### src/rtl/uart_rx_param.sv
// uart_rx_param: oversampling UART receiver with configurable data width,
// optional parity and one or two stop bits.
//
// Ports:
//   CLK        sole clock, rising edge
//   RST        synchronous active-high reset
//   RX_IN      asynchronous serial line, idle high
//   prescale   CLK cycles per bit (4 .. 2^PRESCALE_W-1)
//   PAR_EN     parity bit present after the data bits
//   PAR_TYPE   0 = even, 1 = odd parity
//   STOP2      1 = two stop bits
//   P_DATA     last good word, LSB received first
//   data_valid one-cycle pulse when P_DATA updates
//   PAR_ERR    one-cycle pulse on parity mismatch
//   STP_ERR    one-cycle pulse when any stop bit is sampled low
module uart_rx_param #(
  parameter int unsigned DATA_WIDTH = 8,
  parameter int unsigned PRESCALE_W = 6
) (
  input  logic                  CLK,
  input  logic                  RST,
  input  logic                  RX_IN,
  input  logic [PRESCALE_W-1:0] prescale,
  input  logic                  PAR_EN,
  input  logic                  PAR_TYPE,
  input  logic                  STOP2,
  output logic [DATA_WIDTH-1:0] P_DATA,
  output logic                  data_valid,
  output logic                  PAR_ERR,
  output logic                  STP_ERR
);

  localparam int unsigned BitCntW = $clog2(DATA_WIDTH);

  typedef enum logic [2:0] {StIdle, StStart, StData, StParity, StStop, StDone} state_e;

  state_e                 state_q, state_d;
  logic [PRESCALE_W-1:0]  edge_cnt_q, edge_cnt_d;
  logic [BitCntW-1:0]     bit_cnt_q, bit_cnt_d;
  logic [DATA_WIDTH-1:0]  shreg_q, shreg_d;
  logic                   par_fail_q, par_fail_d;
  logic                   stp_fail_q, stp_fail_d;
  logic [2:0]             samp_q, samp_d;
  logic [PRESCALE_W-1:0]  presc_q, presc_d;
  logic                   par_en_q, par_en_d;
  logic                   par_type_q, par_type_d;
  logic                   stop2_q, stop2_d;
  logic [DATA_WIDTH-1:0]  p_data_q, p_data_d;
  logic                   data_valid_q, data_valid_d;
  logic                   par_err_q, par_err_d;
  logic                   stp_err_q, stp_err_d;

  logic sync1_q, sync2_q, prev_q;

  logic                  falling;
  logic [PRESCALE_W-1:0] half;
  logic                  bit_end;
  logic [2:0]            samp_cur;
  logic                  vote;
  logic                  stp_fail_now;

  // Two-flop synchronizer plus previous-value flop for edge detection.
  always_ff @(posedge CLK) begin
    if (RST) begin
      sync1_q <= 1'b1;
      sync2_q <= 1'b1;
      prev_q  <= 1'b1;
    end else begin
      sync1_q <= RX_IN;
      sync2_q <= sync1_q;
      prev_q  <= sync2_q;
    end
  end

  assign falling = prev_q & ~sync2_q;
  assign half    = presc_q >> 1;
  assign bit_end = (edge_cnt_q == presc_q - PRESCALE_W'(1));

  // Samples taken in the current cycle are merged in so the vote at the end
  // of a bit can include a sample that lands on the very last count.
  always_comb begin
    samp_cur    = samp_q;
    if (edge_cnt_q == half - PRESCALE_W'(1)) samp_cur[0] = sync2_q;
    if (edge_cnt_q == half)                  samp_cur[1] = sync2_q;
    if (edge_cnt_q == half + PRESCALE_W'(1)) samp_cur[2] = sync2_q;
  end

  assign vote = (samp_cur[0] & samp_cur[1]) | (samp_cur[0] & samp_cur[2]) |
                (samp_cur[1] & samp_cur[2]);
  assign stp_fail_now = stp_fail_q | ~vote;

  always_comb begin
    state_d      = state_q;
    edge_cnt_d   = edge_cnt_q;
    bit_cnt_d    = bit_cnt_q;
    shreg_d      = shreg_q;
    par_fail_d   = par_fail_q;
    stp_fail_d   = stp_fail_q;
    samp_d       = samp_q;
    presc_d      = presc_q;
    par_en_d     = par_en_q;
    par_type_d   = par_type_q;
    stop2_d      = stop2_q;
    p_data_d     = p_data_q;
    data_valid_d = 1'b0;
    par_err_d    = 1'b0;
    stp_err_d    = 1'b0;

    if (state_q inside {StStart, StData, StParity, StStop}) begin
      samp_d     = samp_cur;
      edge_cnt_d = bit_end ? '0 : edge_cnt_q + PRESCALE_W'(1);
    end

    unique case (state_q)
      StIdle: ;
      StStart: begin
        if (bit_end) begin
          // A start bit that votes high was a glitch.
          state_d   = vote ? StIdle : StData;
          bit_cnt_d = '0;
        end
      end
      StData: begin
        if (bit_end) begin
          shreg_d = {vote, shreg_q[DATA_WIDTH-1:1]};
          if (bit_cnt_q == BitCntW'(DATA_WIDTH - 1)) begin
            bit_cnt_d = '0;
            state_d   = par_en_q ? StParity : StStop;
          end else begin
            bit_cnt_d = bit_cnt_q + BitCntW'(1);
          end
        end
      end
      StParity: begin
        if (bit_end) begin
          if (vote != ((^shreg_q) ^ par_type_q)) par_fail_d = 1'b1;
          state_d = StStop;
        end
      end
      StStop: begin
        if (bit_end) begin
          stp_fail_d = stp_fail_now;
          if (stop2_q && (bit_cnt_q == '0)) begin
            bit_cnt_d = BitCntW'(1);
          end else begin
            // Outputs are registered here so they are high exactly in DONE.
            state_d      = StDone;
            par_err_d    = par_fail_q;
            stp_err_d    = stp_fail_now;
            data_valid_d = ~(par_fail_q | stp_fail_now);
            if (!(par_fail_q | stp_fail_now)) p_data_d = shreg_q;
          end
        end
      end
      StDone: state_d = StIdle;
      default: state_d = StIdle;
    endcase

    if ((state_q == StIdle || state_q == StDone) && falling) begin
      state_d    = StStart;
      edge_cnt_d = '0;
      bit_cnt_d  = '0;
      par_fail_d = 1'b0;
      stp_fail_d = 1'b0;
      samp_d     = '1;
      presc_d    = prescale;
      par_en_d   = PAR_EN;
      par_type_d = PAR_TYPE;
      stop2_d    = STOP2;
    end
  end

  always_ff @(posedge CLK) begin
    if (RST) begin
      state_q      <= StIdle;
      edge_cnt_q   <= '0;
      bit_cnt_q    <= '0;
      shreg_q      <= '0;
      par_fail_q   <= 1'b0;
      stp_fail_q   <= 1'b0;
      samp_q       <= '1;
      presc_q      <= '0;
      par_en_q     <= 1'b0;
      par_type_q   <= 1'b0;
      stop2_q      <= 1'b0;
      p_data_q     <= '0;
      data_valid_q <= 1'b0;
      par_err_q    <= 1'b0;
      stp_err_q    <= 1'b0;
    end else begin
      state_q      <= state_d;
      edge_cnt_q   <= edge_cnt_d;
      bit_cnt_q    <= bit_cnt_d;
      shreg_q      <= shreg_d;
      par_fail_q   <= par_fail_d;
      stp_fail_q   <= stp_fail_d;
      samp_q       <= samp_d;
      presc_q      <= presc_d;
      par_en_q     <= par_en_d;
      par_type_q   <= par_type_d;
      stop2_q      <= stop2_d;
      p_data_q     <= p_data_d;
      data_valid_q <= data_valid_d;
      par_err_q    <= par_err_d;
      stp_err_q    <= stp_err_d;
    end
  end

  assign P_DATA     = p_data_q;
  assign data_valid = data_valid_q;
  assign PAR_ERR    = par_err_q;
  assign STP_ERR    = stp_err_q;

endmodule

### config.mk
export PLATFORM = sky130hd
export DESIGN_NAME = uart_rx_param
export DESIGN_NICKNAME = d
export VERILOG_FILES = /design/src/rtl/uart_rx_param.sv
export SDC_FILE = /design/constraint.sdc
export NUM_CORES = 1
export LEC_CHECK = 0
export ABC_AREA = 0
export CORE_ASPECT_RATIO = 0.8
export CORE_MARGIN = 4
export CORE_UTILIZATION = 60
export CTS_CLUSTER_DIAMETER = 200
export DETAILED_ROUTE_END_ITERATION = 10
export GPL_TIMING_DRIVEN = 0
export PLACE_DENSITY = 0.82
export RECOVER_POWER = 50
export SYNTH_ARGS = -nofsm -noshare
export SYNTH_HDL_FRONTEND = slang
export SYNTH_SLANG_ARGS = --single-unit
export TNS_END_PERCENT = 30
### constraint.sdc
create_clock -name CLK -period 5.3 [get_ports CLK]
set_clock_uncertainty 0.05 [all_clocks]
set_input_delay 1.06 -clock CLK [delete_from_list [all_inputs] [get_ports CLK]]
set_output_delay 1.06 -clock CLK [all_outputs]
set_load 0.03 [all_outputs]
# After elaboration in Yosys (flattened, before gate mapping)
# Index checks and enable logic that the tools add are counted.
totals:
  latchBits: 0
  elab_cells: 102
  mem_bits_rw: 0
  n_memories: 0
  mem_bits_ro: 0
  register_bits: 48
op_classes:
  n_addsub: 5
  n_reduce_logical: 17
  bitwise: 16
  n_mux: 20
  n_lt_le_gt_ge: 0
  multipliers: 0
  n_div: 0
  shifts: 0
  n_eq_ne: 25
op_table:
  columns: ["operator", "count"]
  rows:
  - ["3-bit 2-to-1 mux", 12]
  - ["6-bit equality test", 3]
  - ["3-bit by 2-bit inequality test with 1-bit output (second input constant)", 5]
  - ["3-bit case mux with 5 select lines", 1]
  - ["7-bit AND reduction", 2]
  - ["2-bit inequality test (second input constant)", 5]
  - ["3-bit equality test (second input constant)", 3]
  - ["3-bit case mux with 3 select lines", 1]
  - ["8-bit XOR reduction", 1]
  - ["1-bit NOT", 7]
  - ["5-bit by 1-bit adder with 6-bit output (second input constant)", 1]
  - ["6-bit by 1-bit adder with 6-bit output (second input constant)", 1]
  - ["3-bit by 2-bit equality test with 1-bit output (second input constant)", 2]
  - ["6-bit by 5-bit equality test with 1-bit output", 1]
  - ["3-bit logical NOT", 2]
  - ["6-bit 2-to-1 mux", 1]
  - ["2-bit by 1-bit inequality test with 1-bit output (second input constant)", 3]
  - ["5-bit by 1-bit subtractor with 6-bit output (second input constant)", 1]
  - ["6-bit by 1-bit subtractor with 6-bit output (second input constant)", 1]
  - ["5-bit AND reduction", 1]
  - ["1-bit AND", 4]
  - ["1-bit 2-to-1 mux", 4]
  - ["1-bit bitwise OR", 4]
  - ["2-bit AND reduction", 2]
  - ["other kinds (14)", 15]

# Depth between registers and ports, before layout
# Gate-level depths: netlist of run 1.
logic_depth:
  ltp_word: 11
  ltp_mapped: 11

# Least setup slack after synthesis of run 1
# Ideal clock, no wire load.
synth_timing:
  kind: "register -> register"
  start: "register presc_q[2]"
  end: "register p_data_q[4], in the netlist P_DATA[4]"
  t_arrival_ns: 2.364
  synth_period_minus_slack_ns: 2.546
  slack_ns: 2.754
  required_time_ns: 5.118
  stages_incl_launch_ff: 11
  setup_time_ns: 0.132
  path_cell_list: "dfxtp_1 > buf_2 > inv_1 > ha_1 > a21boi_0 > xnor2_1 > nand3_1 > nor4_2 > o211ai_1 > o211ai_1 > a21oi_1"
synth_between:
  elab_chain_len: 11
  elab_cells_between_ends: 20
synth_rtl:
  columns: ["element", "line", "rtl"]
  rows:
  - ["start: declaration", "44", "logic [PRESCALE_W-1:0] presc_q, presc_d;"]
  - ["start signal: assignment", "198", "presc_q <= presc_d;"]
  - ["5-bit by 1-bit subtractor with 6-bit output or 5-bit by 1-bit adder with 6-bit output (tied branches)", "83, 85", null]
  - ["6-bit equality test, on equally long branches", "83, 85", null]
  - ["1-bit 2-to-1 mux, on equally long branches", "83, 85", null]
  - ["1-bit AND", "88", "assign vote = (samp_cur[0] & samp_cur[1]) | (samp_cur[0] & samp_cur[2]) |"]
  - ["1-bit bitwise OR (2 in a row)", "88", null]
  - ["1-bit NOT", "90", "assign stp_fail_now = stp_fail_q | ~vote;"]
  - ["1-bit bitwise OR", "90", null]
  - ["1-bit bitwise OR", "151", "if (!(par_fail_q | stp_fail_now)) p_data_d = shreg_q;"]
  - ["1-bit NOT (no source line)", null, null]
  - ["4-bit AND reduction (no source line) (*)", null, null]
  - ["end signal: assignment", "202", "p_data_q <= p_data_d;"]
  - ["end: declaration", "48", "logic [DATA_WIDTH-1:0] p_data_q, p_data_d;"]
# Mark *: on every way between the ends. The rest lies on a longest branch, timed or not.
# A chain may end at the register's enable or synchronous reset.

# Worst setup path in the final report of run 1
layout_timing:
  start: "register presc_q[2]"
  end: "register shreg_q[2]"
layout_between:
  elab_chain_len: 3
layout_rtl:
  columns: ["element", "line", "rtl"]
  rows:
  - ["6-bit by 1-bit subtractor with 6-bit output", "77", "assign bit_end = (edge_cnt_q == presc_q - PRESCALE_W'(1));"]
  - ["6-bit equality test", "77", null]
  - ["2-bit AND reduction (no source line)", null, null]
  - ["end signal: assignment", "194", "shreg_q <= shreg_d;"]
  - ["end: declaration", "40", "logic [DATA_WIDTH-1:0] shreg_q, shreg_d;"]
# Every way passes these cells.

==> flow_summary.ini, run 1 <==
[outcome]
status = finished, final reports clean

[pwr]
power.leakage_uw = 0.00131
intPower_uw = 591
ir_worst_vdd_mv = 0.196
comb_power_share = 0.117
finalPower_uw = 785
clockPowerShare = 0.412
seq_power_share = 0.471
switchingPower_uw = 194
netSwitchingFraction = 0.248
powerDensity_mw_per_mm2 = 254

[timing]
finalSetupViolCount = 0
finalSetupTns_ns = 0
worstMarginPinSlew_ns = 0.966
period_share = 0.619
rsz0062_at_grt = false
hold_violations = 0
slew_headroom = 0.351
fin_ws_ns = 2.02
slew_viol_final = 0
min_period_ns = 3.28
max_freq_mhz = 305

[route]
wirelength_mm = 6.02
vias = 2312
viasPerCell = 5.88
drt_iter0_markers = 162
wire_per_inst_um = 15.3
detail-route-antenna-nets = 0
drc = 0
drt_pass1_iterations = 4

[place]
dp_hpwl_mm = 4.46
dp_cells = 385
pre_cts_slack_ns = 2.30
portBuffers = 21
gp_routability_congestion = 0.875

[finish]
final_cell_mix = dfxtp_1, nor2_1, nand2_1, mux2i_1, xor2_1
fin_util = 0.727
n_fill_cell = 351
final_layout_size_suffix_gt1_frac = 0.0774
stdcell_count = 393
fin_nets = 355
seq_area_um2 = 961
multi_input_comb_area_mm2 = 0.00159
diodes = 0
syn_to_final_growth_pct = 15.4
layout_commonest_cell = dfxtp_1

[clocking]
post_cts_buffers = 0
postCtsResizedCells = 0
cts_num_sinks = 48
cts.path.max_buffers = 2
h-tree-depth = 2
ctsHoldBuffers = 0
clkLatencyLatePin_ns = 0.32
numCtsBuffers = 5
cts_tree = yes
clkTransAtPathRegs_ns = 0.10
clockRootBuffer = clkbuf_8

[yosys]
syn_area_per_cell_um2 = 8.73
synth_compound_area_frac = 0.177
postSynth.asyncResetShare = 0
synthMuxAreaShare = 0.0635
synth_cell_types = 54
syn_area_mm2 = 0.00268
synth-edff-count = 0
yosysWarnings = 0
ys.flop_type = dfxtp_1
ys_seq_area_frac = 0.359
yosys.area.top_type = dfxtp_1
synth_top_area_share = 0.359
syn_nets = 327
ys_ff_latch = 48
synthSimpleGateAreaFrac = 0.217
synth_top_family_by_area = simple AND/OR/NAND/NOR gates
synth-xor-area-share = 0.101
synth_area_leaders = dfxtp_1, mux2i_1, nor2_1
synthAdderAreaFrac = 0.0373
synthCells = 307

[critical_path]
end_kind = register
max_stage_delay_ns = 0.82
startpoint = presc_q[2]
arrival_ns = 3.43
critPathRequiredTime_ns = 5.45
crit_type = register to register
critical_path.reg2reg.startpoint = presc_q[2]
cp_slowest_cell = nor3_1
setup.worst_path.start_class = register
cp_max_fo = 10
worstPathCellList = clkbuf_1 > inv_1 > ha_1 > a21boi_0 > xnor2_1 > nand3_1 > nor3_1 > and2_1 > buf_2 > mux2i_1 > nor2_1

[grt]
antenna_found_initial = 0
grtUsageTotal = 0.239
grt_pass1_vias = 2131
gr-total-overflow = 0
grt_max_degree = 17
grt_pass1_wl_mm = 10.1

[die]
initial_core_util = 0.630
rows = 21
core_mm2 = 0.00426
die_x_um = 82.7
ios = 23
die_h_um = 67.8
die-area_mm2 = 0.00561

[min_path]
hold_path.startpoint = sync1_q
hold_path_class = register to register

[run]
drv_cap = 0
-- synth_stat cells, types with 4 or more instances --
cell type and instances:
and2_1 4, a31oi_1 4, nor2_1 38, mux2i_1 17
xor2_1 16, xnor2_1 15, dfxtp_1 48, nand4_1 5
and3_1 4, nor2b_1 6, nand3_1 11, o311ai_0 8
buf_2 6, o21ai_0 7, a21oi_1 15, nand2_1 17
o211ai_1 10, clkbuf_1 9, inv_1 10, ha_1 8
-- metrics by stage --
stage          hold WS, ns  instance area, µm²
3_5_place_dp         0.357                2960
6_report             0.380                3090
4_1_cts              0.384                3100
5_1_grt              0.425                3090
3_3_place_gp         0.344                2960
2_1_floorplan        0.339                2680
-- cells by family after synthesis --
logic type / count (synthesis)
multiplexers: 17
adder cells (fa/ha/maj): 8
flip-flops: 48
AND/OR/NAND/NOR: 109
XOR/XNOR: 31
AO/OA/AOI/OAI: 66
buffers and inverters: 28
-- sequential cells by signal, summed over array words and instances, names as in the netlist --
name / cells
par_fail_q: 1
STP_ERR: 1
state_q: 3
data_valid: 1
par_type_q: 1
sync1_q: 1
presc_q: 6
PAR_ERR: 1
bit_cnt_q: 3
edge_cnt_q: 6
samp_q: 3
sync2_q: 1
par_en_q: 1
stp_fail_q: 1
P_DATA: 8
shreg_q: 8
stop2_q: 1
prev_q: 1
-- layer usage --
metal	vias to the layer above	global-route usage	wire, µm
met4	0	0.0878	86
met5	-	0	0
met2	62	0.365	2650
li1	1163	-	-
met1	1076	0.332	2850
met3	11	0.0507	435
-- power by group through the flow --
stage | clock (µW) | sequential (µW) | combinational (µW)
6_report | 323 | 370 | 92.0
5_1_grt | 339 | 371 | 102
4_1_cts | 325 | 370 | 91.3
3_5_place_dp | 0 | 378 | 90.6
3_3_place_gp | 0 | 378 | 87.9
2_1_floorplan | 0 | 377 | 67.0
-- worst max-delay path, delay by kind of cell (launching register included) --
family / cells / cell delay, ns
adders and majority gates: 1 / 0.19
and+or+nand+nor: 4 / 1.26
AOI/OAI and AO/OA: 1 / 0.28
muxes: 1 / 0.24
xor gates and xnor gates: 1 / 0.16
DFF: 1 / 0.34
buffers and inverters: 3 / 0.65
-- final timing paths --
kind / endpoint / slack, ns / cells after the start
worst max register to register: shreg_q[2] / 2.02 / 11
worst min-delay path: sync2_q / 0.38 / 1
worst max-delay path: shreg_q[2] / 2.02 / 11
worst min register to register: sync2_q / 0.38 / 1
-- final cells by class --
class / instances / area share
inverter: 10 / 0.0121
multi-input combinational: 231 / 0.515
timing repair buffer: 21 / 0.0680
buffer: 18 / 0.0267
clock inverter: 3 / 0.0222
tap: 57 / 0.0231
clock buffer: 5 / 0.0222
sequential: 48 / 0.311
(Power assumes the default switching activity.)
==> run 2: changes to the inputs <==
--- a/config.mk
+++ b/config.mk
@@ -8,11 +8,11 @@
 export ABC_AREA = 0
 export CORE_ASPECT_RATIO = 0.8
 export CORE_MARGIN = 4
-export CORE_UTILIZATION = 60
+export CORE_UTILIZATION = 58
 export CTS_CLUSTER_DIAMETER = 200
 export DETAILED_ROUTE_END_ITERATION = 10
 export GPL_TIMING_DRIVEN = 0
-export PLACE_DENSITY = 0.82
+export PLACE_DENSITY = 0.8
 export RECOVER_POWER = 50
 export SYNTH_ARGS = -nofsm -noshare
 export SYNTH_HDL_FRONTEND = slang
==> constraint.sdc (replaced) <==
create_clock -name CLK -period 3.4 [get_ports CLK]
set_clock_uncertainty 0.05 [all_clocks]
set_input_delay 0.68 -clock CLK [delete_from_list [all_inputs] [get_ports CLK]]
set_output_delay 0.68 -clock CLK [all_outputs]
set_load 0.03 [all_outputs]
==> run 2 against run 1 <==
- global-route usage down 1.6 points
- sequential power up 56%
- largest power group unchanged
- critical path type unchanged
- clock power up 54%
==> flow_summary.ini, run 2 (synthesized netlist as in run 1, its figures left out) <==
[outcome]
status = finished, final reports clean

[finish]
multi_input_comb_area_mm2 = 0.00161
seq_area_um2 = 961
syn_to_final_growth_pct = 16.0
final_layout_size_suffix_gt1_frac = 0.0833
diodes = 0
fin_nets = 355
layout_commonest_cell = dfxtp_1
n_fill_cell = 349
final_cell_mix = dfxtp_1, nor2_1, nand2_1, mux2i_1, xor2_1

[pwr]
power.leakage_uw = 0.00132
ir_worst_vdd_mv = 0.265
powerDensity_mw_per_mm2 = 393

[timing]
holdWs_ns = 0.384
slew_headroom = 0.392
period_share = 0.870
slew_viol_final = 0
min_period_ns = 2.96
rsz0062_at_grt = false
max_freq_mhz = 338
hold_violations = 0
finalSetupTns_ns = 0
finalSetupViolCount = 0
worstMarginPinSlew_ns = 0.905

[min_path]
hold_path_depth = 1
holdPathEnd = sync2_q
hold_path_class = register to register
hold_path.startpoint = sync1_q

[critical_path]
setup.worst_path.start_class = register
rrSetupSlack_ns = 0.44
rr_endpoint = shreg_q[3]
end_kind = register
crit_type = register to register
startpoint = presc_q[2]
critPathRequiredTime_ns = 3.53
cp_max_fo = 10
arrival_ns = 3.09
r2r_cells = 11
critical_path.reg2reg.startpoint = presc_q[2]

[route]
wire_per_inst_um = 15.7
drc = 0
drt_pass1_iterations = 4
viasPerCell = 5.81
vias = 2285
detail-route-antenna-nets = 0
wirelength_mm = 6.18
drt_iter0_markers = 167

[clocking]
post_cts_buffers = 0
ctsHoldBuffers = 0
cts_num_sinks = 48
clkLatencyLatePin_ns = 0.31
cts.path.max_buffers = 2
h-tree-depth = 2
postCtsResizedCells = 0
clockRootBuffer = clkbuf_8
cts_tree = yes
clkTransAtPathRegs_ns = 0.10
numCtsBuffers = 5

[die]
rows = 21
ios = 23
die_h_um = 68.8
die-area_mm2 = 0.00578
initial_core_util = 0.622
die_x_um = 84
core_mm2 = 0.00431

[grt]
grt_pass1_wl_mm = 10.2
antenna_found_initial = 0
grt_max_degree = 17
gr-total-overflow = 0
grtUsageTotal = 0.224
grt_pass1_vias = 2101

[place]
portBuffers = 21
dp_hpwl_mm = 4.55
gp_routability_congestion = 0.849

[run]
drv_cap = 0
run 2: changes by cell type in the layout (fill, tap and decap cells not counted):
cell,previous run,this run
nor3_1,3,2
clkbuf_1,10,9
nor3_2,0,1
nor4_2,2,1
buf_2,5,6
nor4_4,1,2
run 2: area by class of cell:
cell class | instances | area share
Sequential cell | 48 | 0.309
Tap cell | 57 | 0.0229
Clock buffer | 5 | 0.0221
Timing Repair Buffer | 21 | 0.0676
Buffer | 18 | 0.0270
Clock inverter | 3 | 0.0221
Inverter | 10 | 0.0121
Multi-Input combinational cell | 231 | 0.517
run 2: worst max-delay path: stages (launching register included):
cell and delay (ns):
dfxtp_1 0.32, buf_2 0.17, inv_1 0.08, ha_1 0.24, a21boi_0 0.31, xnor2_1 0.16
nand3_1 0.21, nor3_2 0.56, and2_1 0.21, buf_2 0.25, mux2i_1 0.22, nor2_1 0.05
run 2: worst max-delay path by stage:
stage	slack, ns	end	cells after the start
2_1_floorplan	0.85	P_DATA[4]	10
3_3_place_gp	0.36	P_DATA[4]	10
3_5_place_dp	0.32	P_DATA[4]	10
4_1_cts	0.31	P_DATA[4]	10
5_1_grt	0.06	shreg_q[6]	11
6_report	0.44	shreg_q[3]	11
run 2: where the power goes:
group          internal [µW]  total, µW  leakage (µW)  switching, µW
clock                    296        498     0.0000687            202
combinational           56.0        148      0.000865           91.8
sequential               569        576      0.000388           6.73
total                    921       1220       0.00132            301
run 2: per-stage QoR:
stage	area, µm²	util	setup slack, ns	total power (µW)	std cells
floorplan	2680	-	0.854	691	307
global placement	2960	0.687	0.358	728	385
detailed placement	2960	0.687	0.324	731	385
CTS	3100	0.719	0.314	1230	393
global route	3110	0.721	0.0642	1270	393
finish	3110	0.721	0.440	1220	393
run 2: metal layers:
layer  track usage  wire length, µm
met5             0                0
met4        0.0482               55
met3        0.0475              342
met2         0.366             2850
met1         0.308             2930
==> run 3: changes to the inputs <==
--- a/config.mk
+++ b/config.mk
@@ -6,7 +6,7 @@
 export NUM_CORES = 1
 export LEC_CHECK = 0
 export ABC_AREA = 0
-export CORE_ASPECT_RATIO = 0.8
+export CORE_ASPECT_RATIO = 2
 export CORE_MARGIN = 4
 export CORE_UTILIZATION = 58
 export CTS_CLUSTER_DIAMETER = 200
==> run 3 against run 2 <==
- core utilization fell by 2.2 points
- worst setup slack got worse by 0.093 ns
- worst hold slack got worse by 0.013 ns
- sequential share of layout area rose by 0.12 points
- combinational power barely moved
- design area fell by 0.40%
- critical path depth did not move
- non-clock buffer count did not move
- critical path type unchanged
- largest cell class unchanged
- highest routed layer unchanged
==> flow_summary.ini, run 3 (synthesized netlist as in run 1, its figures left out) <==
[critical_path]
rr_endpoint = shreg_q[3]
critical_path.reg2reg.startpoint = presc_q[2]
critPathRequiredTime_ns = 3.52
cp_slowest_cell = nor3_2
r2r_cells = 11
cp_max_fo = 10
max_stage_delay_ns = 0.60
rrSetupSlack_ns = 0.35
crit_family = simple AND/OR/NAND/NOR gates
startpoint = presc_q[2]
crit_type = register to register
crit_top_cell = buf_2
worstPathCellList = buf_2 > inv_1 > ha_1 > a21boi_0 > xnor2_1 > nand3_1 > nor3_2 > and2_1 > buf_2 > mux2i_1 > nor2_1
setup.worst_path.start_class = register
end_kind = register
path_buf_inv = 3
arrival_ns = 3.17

[timing]
hold_violations = 0
rsz0062_at_grt = false
max_freq_mhz = 328
fin_ws_ns = 0.347
min_period_ns = 3.05
finalSetupViolCount = 0
slew_viol_final = 0
worstMarginPinSlew_ns = 0.927
slew_headroom = 0.377
finalSetupTns_ns = 0
period_share = 0.898

[finish]
fin_util = 0.700
final_cell_mix = dfxtp_1, nor2_1, nand2_1, mux2i_1, xor2_1
diodes = 0
n_fill_cell = 380
stdcell_count = 389
syn_to_final_growth_pct = 15.5
seq_area_um2 = 961
multi_input_comb_area_mm2 = 0.00161
fin_nets = 355
final_layout_size_suffix_gt1_frac = 0.0806
layout_commonest_cell = dfxtp_1

[die]
die-area_mm2 = 0.00584
initial_core_util = 0.606
die_x_um = 56.1
rows = 34
die_h_um = 104
ios = 23
core_mm2 = 0.00442

[run]
drv_cap = 0

[pwr]
finalPower_uw = 1210
powerDensity_mw_per_mm2 = 391
power.leakage_uw = 0.00132
ir_worst_vdd_mv = 0.520

[route]
detail-route-antenna-nets = 0
drc = 0
drt_pass1_iterations = 4
wirelength_mm = 6.35
viasPerCell = 5.99
drt_iter0_markers = 74
wire_per_inst_um = 16.3
vias = 2332

[place]
pre_cts_slack_ns = 0.238
portBuffers = 21
gp_routability_congestion = 0.836
dp_hpwl_mm = 4.70
dp_cells = 382

[clocking]
postCtsResizedCells = 0
cts_num_sinks = 48
numCtsBuffers = 5
h-tree-depth = 2
post_cts_buffers = 0
cts_tree = yes
clkTransAtPathRegs_ns = 0.10
clockRootBuffer = clkbuf_8
cts.path.max_buffers = 2
ctsHoldBuffers = 0
clkLatencyLatePin_ns = 0.31

[min_path]
holdPathEnd = sync2_q
hold_path_class = register to register
hold_path.startpoint = sync1_q
hold_path_depth = 1

[grt]
grtUsageTotal = 0.232
antenna_found_initial = 0
grt_max_degree = 15
gr-total-overflow = 0
grt_pass1_wl_mm = 10.9
grt_pass1_vias = 2362

[outcome]
status = finished, final reports clean
run 3: cell types whose count changed in the layout (fill, tap and decap cells not counted), sizes merged:
cell	delta
inv	-1
run 3: report_power, final:
part / total [µW] / leakage (µW) / internal, µW / switching [µW]
Clock: 487 / 0.0000642 / 290 / 197
Sequential: 576 / 0.000388 / 569 / 7.18
Combinational: 147 / 0.000865 / 55.9 / 90.8
run 3: through the flow:
stage | hold slack, ns | instance area, µm²
after global placement | 0.343 | 2960
after CTS | 0.374 | 3090
final | 0.371 | 3100
after floorplan | 0.339 | 2680
after global routing | 0.392 | 3100
after detailed placement | 0.347 | 2960
run 3: routing by layer:
layer  track usage  up-vias  wire length (µm)
li1              -     1149                 -
met1         0.241     1118              2370
met2         0.425       46              3590
met3        0.0348       19               175
met4         0.129        0               212
met5             0        -                 0
run 3: worst max-delay path by stage:
stage	endpoint	cells past startpoint
floorplan	P_DATA[4]	10
global placement	P_DATA[6]	10
detailed placement	P_DATA[1]	10
CTS	P_DATA[7]	10
global route	P_DATA[6]	10
finish	shreg_q[3]	11
run 3: final cells by class:
| class | count | area share |
|---|---|---|
| sequential | 48 | 0.310 |
| clock inverter | 2 | 0.0194 |
| clock buffer | 5 | 0.0222 |
| multi-input combinational | 231 | 0.519 |
| inverter | 10 | 0.0121 |
| tap | 54 | 0.0218 |
| timing repair buffer | 21 | 0.0679 |
| buffer | 18 | 0.0271 |
